===== config.mk =====
export PLATFORM = sky130hd
export DESIGN_NAME = uart_rx
export DESIGN_NICKNAME = d
export VERILOG_FILES = /design/src/rtl/uart_rx.sv
export SDC_FILE = /design/constraint.sdc
export NUM_CORES = 1
export LEC_CHECK = 0
export CORE_MARGIN = 2
export CORE_UTILIZATION = 40
export DETAILED_ROUTE_END_ITERATION = 8
export GPL_TIMING_DRIVEN = 0
export PLACE_DENSITY = 0.63
export SETUP_SLACK_MARGIN = 0.1
export SLEW_MARGIN = 20
export SYNTH_ARGS = -nofsm -noshare
export SYNTH_HDL_FRONTEND = slang
export SYNTH_SLANG_ARGS = --single-unit

===== constraint.sdc =====
create_clock -name clk -period 2.9 [get_ports clk]
set_clock_uncertainty 0.15 [all_clocks]
set_input_delay 0.29 -clock clk [delete_from_list [all_inputs] [get_ports clk]]
set_output_delay 0.29 -clock clk [all_outputs]
set_load 0.05 [all_outputs]

===== src/rtl/uart_rx.sv =====
// uart_rx: 8N1 serial receiver with 2-flop synchronizer, mid-bit start validation and break hold-off.
// Defining UART_RX_PARITY_EN switches to 8E1 and adds the parity_err port.
module uart_rx #(
  parameter int BAUD_DIV = 5208,
  parameter int CNT_W    = 13
) (
  input  logic       clk,
  input  logic       reset,
  input  logic       rx_in,
  output logic [7:0] dout,
  output logic       data_strb,
  output logic       busy,
  output logic       framing_err
`ifdef UART_RX_PARITY_EN
  ,
  output logic       parity_err
`endif
);
  typedef enum logic [2:0] {IDLE, START, DATA, PARITY, STOP, BREAK} state_t;
  state_t state_q, state_d;
  logic s1_q, s2_q;
  logic [CNT_W-1:0] cnt_q, cnt_d;
  logic [2:0] idx_q, idx_d;
  logic [7:0] sh_q, sh_d, dout_q, dout_d;
  logic strb_q, strb_d, ferr_q, ferr_d;
  logic rx_s, tick, half;
`ifdef UART_RX_PARITY_EN
  logic par_q, par_d, perr_q, perr_d;
`endif
  assign rx_s = s2_q;
  assign tick = cnt_q == CNT_W'(BAUD_DIV - 1);
  assign half = cnt_q == CNT_W'(BAUD_DIV / 2 - 1);
  always_comb begin
    state_d = state_q;
    idx_d   = idx_q;
    sh_d    = sh_q;
    dout_d  = dout_q;
    strb_d  = 1'b0;
    ferr_d  = 1'b0;
`ifdef UART_RX_PARITY_EN
    par_d   = par_q;
    perr_d  = 1'b0;
`endif
    case (state_q)
      IDLE:  state_d = rx_s ? IDLE : START;
      START: begin
        idx_d = 3'd0;
        if (half) state_d = rx_s ? IDLE : DATA;
      end
      DATA: if (tick) begin
        sh_d  = {rx_s, sh_q[7:1]};
        idx_d = idx_q + 3'd1;
`ifdef UART_RX_PARITY_EN
        if (idx_q == 3'd7) state_d = PARITY;
`else
        if (idx_q == 3'd7) state_d = STOP;
`endif
      end
`ifdef UART_RX_PARITY_EN
      PARITY: if (tick) begin
        par_d   = rx_s;
        state_d = STOP;
      end
`endif
      STOP: if (tick) begin
        state_d = rx_s ? IDLE : BREAK;
        dout_d  = rx_s ? sh_q : dout_q;
        strb_d  = rx_s;
        ferr_d  = !rx_s;
`ifdef UART_RX_PARITY_EN
        perr_d  = rx_s & (^{sh_q, par_q});
`endif
      end
      BREAK:   state_d = rx_s ? IDLE : BREAK;
      default: state_d = IDLE;
    endcase
    // timer restarts on every state entry and wraps each bit period
    cnt_d = (state_d != state_q || state_q == IDLE || tick) ? '0 : cnt_q + 1'b1;
  end
  always_ff @(posedge clk) begin
    if (reset) begin
      s1_q    <= 1'b1;
      s2_q    <= 1'b1;
      state_q <= IDLE;
      cnt_q   <= '0;
      idx_q   <= '0;
      sh_q    <= '0;
      dout_q  <= '0;
      strb_q  <= 1'b0;
      ferr_q  <= 1'b0;
`ifdef UART_RX_PARITY_EN
      par_q   <= 1'b0;
      perr_q  <= 1'b0;
`endif
    end else begin
      s1_q    <= rx_in;
      s2_q    <= s1_q;
      state_q <= state_d;
      cnt_q   <= cnt_d;
      idx_q   <= idx_d;
      sh_q    <= sh_d;
      dout_q  <= dout_d;
      strb_q  <= strb_d;
      ferr_q  <= ferr_d;
`ifdef UART_RX_PARITY_EN
      par_q   <= par_d;
      perr_q  <= perr_d;
`endif
    end
  end
  assign dout        = dout_q;
  assign busy        = state_q != IDLE;
  assign data_strb   = strb_q & ~reset;
  assign framing_err = ferr_q & ~reset;
`ifdef UART_RX_PARITY_EN
  assign parity_err  = perr_q & ~reset;
`endif
endmodule

==> flow_metrics.py <==
metrics = {
    "die": {
        "die_h_um": 69.0,
        "fp.coreArea_um2": 4030,
        "start_util_pct": 41.9,
        "die_area_um2": 4760,
        "die_width_um": 69.0,
        "ioPinCount": 14,
        "rows": 23,
    },
    "yosys": {
        "synthSimpleGateAreaFrac_pct": 27.6,
        "syn_area_per_cell_um2": 8.98,
        "synth.distinct_cells": 39,
        "synth-seq-cells": 39,
        "synth_mux_area_share_pct": 4.74,
        "synth_edf_count": 0,
        "yosysSeqAreaShare_pct": 46.2,
        "synth-compound-area-share_pct": 8.07,
        "yosysWarnings": 0,
        "syn_nets": 194,
        "synthAdderAreaFrac_pct": 2.22,
        "synth_ff_type": "dfxtp_1",
        "synth_top_area_share_pct": 46.2,
        "yosys.area.top_type": "dfxtp_1",
        "syn-cell-area_um2": 1690,
        "ys_top_cells_by_area": "dfxtp_1 (46%), nor2_1 (6.2%), nand2_1 (5.1%), a21oi_1 (4.7%), mux2i_1 (4.7%)",
        "synth_top_family_by_area": "simple AND/OR/NAND/NOR gates",
        "synthCells": 188,
        "yosys.area_share.xor_xnor_pct": 5.70,
        "synthArstFlopShare_pct": 0,
    },
    "cts": {
        "ctsHoldBuffers": 0,
        "post_cts_buffers": 0,
        "cts_sinks": 39,
        "cts_buffer_depth": 2,
        "cts.htree.levels": 2,
        "cts-resized-gates": 0,
        "cts_root_buf": "clkbuf_8",
        "clock_latency_ns": 0.29,
        "cts_made_buffers": 5,
        "tritoncts": "yes",
        "path_clk_slew_ns": 0.08,
    },
    "finish": {
        "register_area_um2": 781,
        "multiInputGateArea_um2": 817,
        "n_antenna_cell": 0,
        "final_cell_mix": "dfxtp_1 (39), nor2_1 (28), nand2_1 (23), a21oi_1 (16), clkdlybuf4s50_1 (13)",
        "layout.nets": 214,
        "area_delta_synth_final_pct": 16.4,
        "nFillCells": 407,
        "layout_commonest_cell": "dfxtp_1",
        "drive_gt1_share_pct": 10.5,
    },
    "timing": {
        "slew_viol_final": 0,
        "whs_ns": 0.272,
        "tns_ns": 0,
        "min_period_over_period_pct": 82.7,
        "layout_min_cycle_time_ns": 2.40,
        "fmax_mhz": 417,
        "hold_viol_final": 0,
        "slew_headroom_pct": 56.5,
        "setup-violations-final": 0,
        "rsz0062_at_grt": "no",
        "tightestPinTransition_ns": 0.653,
    },
    "critical_path": {
        "crit_chain": "ha_1 > buf_6 > nor4bb_1 > and4_1 > clkbuf_1 > nand2_1 > a21oi_1",
        "crit_fanout": 10,
        "setup.worst_path.start_class": "flop",
        "slowest_stage": "nor4bb_1",
        "cp_num_buf_inv": 2,
        "crit_cells": 7,
        "arrival_ns": 2.47,
        "slowest_delay_ns": 0.51,
        "critical-path-top-delay-family": "simple AND/OR/NAND/NOR gates",
        "worstPathRequired_ns": 2.98,
        "reg2reg_depth": 7,
        "crit_type": "reg2reg",
        "endpoint_kind": "flop",
    },
    "power_and_ir_drop": {
        "ir_drop_mv": 0.289,
        "p_per_area_nw_per_um2": 468,
        "p_leak_nw": 0.717,
    },
    "run": {
        "drv_cap": 0,
    },
    "global_routing": {
        "grt_first_pass_wirelength_um": 4970,
        "grt-ovfl-total": 0,
        "grt_util_all_layers_pct": 14.2,
        "grt_pass1_vias": 1092,
        "grt_max_degree": 13,
        "antenna_found_initial": 0,
    },
    "drt": {
        "vias": 1281,
        "avgRoutedWirePerCell_um": 11.2,
        "ant_nets": 0,
        "drtIter0Drc": 67,
        "finalWirelength_um": 2910,
        "route.detailed.drc": 0,
        "via_per_inst": 4.95,
        "drt_first_pass_iters": 4,
    },
    "hold_path": {
        "hold_class": "reg2reg",
        "hold_depth": 1,
    },
    "placed_design": {
        "hpwl_um": 2030,
        "io_buffers": 13,
        "gp_congestion": 0.736,
    },
    "run_status": {
        "outcome": "completed",
    },
}
-- cells by family after synthesis --
logic type	after synthesis
flip-flops	39
AND/OR/NAND/NOR	89
adder cells (fa/ha/maj)	3
multiplexers	8
buffers and inverters	15
AO/OA/AOI/OAI	23
XOR/XNOR	11
-- flip-flops by register name (all words and copies together) (netlist names) --
| register | cells |
|---|---|
| rx_s | 1 |
| ferr_q | 1 |
| strb_q | 1 |
| sh_q | 8 |
| idx_q | 3 |
| s1_q | 1 |
| cnt_q | 13 |
| dout | 8 |
| state_q | 3 |
-- layout make-up --
cell class                      count  share of cell area (%)
Buffer                             10                    3.69
Clock buffer                        5                    3.50
Clock inverter                      3                   0.764
Inverter                            5                   0.955
Multi-Input combinational cell    134                    41.6
Sequential cell                    39                    39.7
Tap cell                           50                    3.18
Timing Repair Buffer               13                    6.62
-- Yosys cell counts, types with 2 or more instances --
cell and instances:
dfxtp_1 39, nor2_1 28, nand2_1 23, a21oi_1 16, nand3_1 10, xnor2_1 9
mux2i_1 8, inv_1 5, clkbuf_1 4, ha_1 3, nand4_1 3, nor4bb_1 3
buf_6 2, nand2b_1 2, nor2b_1 2, nor3_1 2, nor4_1 2, o21ai_0 2
or2_2 2, or3_1 2, or4_1 2, xor2_1 2
-- worst reg2reg max path, stage by stage (launching register included) --
cell and delay, ns:
dfxtp_1 0.39, ha_1 0.18, buf_6 0.13, nor4bb_1 0.51
and4_1 0.36, clkbuf_1 0.36, nand2_1 0.11, a21oi_1 0.14
-- final timing paths --
path         startpoint  slack (ns)    endpoint
min                s1_q        0.27        rx_s
min reg2reg        s1_q        0.27        rx_s
max reg2reg    cnt_q[0]        0.50  state_q[2]
max            cnt_q[0]        0.50  state_q[2]
-- report_power, final --
part / switching (mW) / internal (mW) / leakage (nW)
Clock: 0.188 / 0.165 / 0.0477
Combinational: 0.0160 / 0.0117 / 0.355
Sequential: 0.00264 / 0.538 / 0.315
Total: 0.207 / 0.714 / 0.717
-- metal layers --
layer	up-vias	part of all wire (%)	global-route usage [%]
li1	679	-	-
met1	577	52	19.1
met2	19	42	20.8
met3	6	3.5	4.38
met4	0	2.1	6.62
met5	-	0	0
-- metrics by stage --
| step | setup WS [ns] | utilization, % | cells | instance area [µm²] | power, mW |
|---|---|---|---|---|---|
| floorplan | 0.800 | - | 188 | 1690 | 0.571 |
| global placement | 0.547 | 46.7 | 251 | 1880 | 0.581 |
| detailed placement | 0.530 | 46.7 | 251 | 1880 | 0.581 |
| CTS | 0.508 | 48.8 | 259 | 1970 | 0.931 |
| global route | 0.294 | 48.8 | 259 | 1970 | 0.960 |
| finish | 0.503 | 48.8 | 259 | 1970 | 0.921 |
Power figures use the tool's default switching activity.
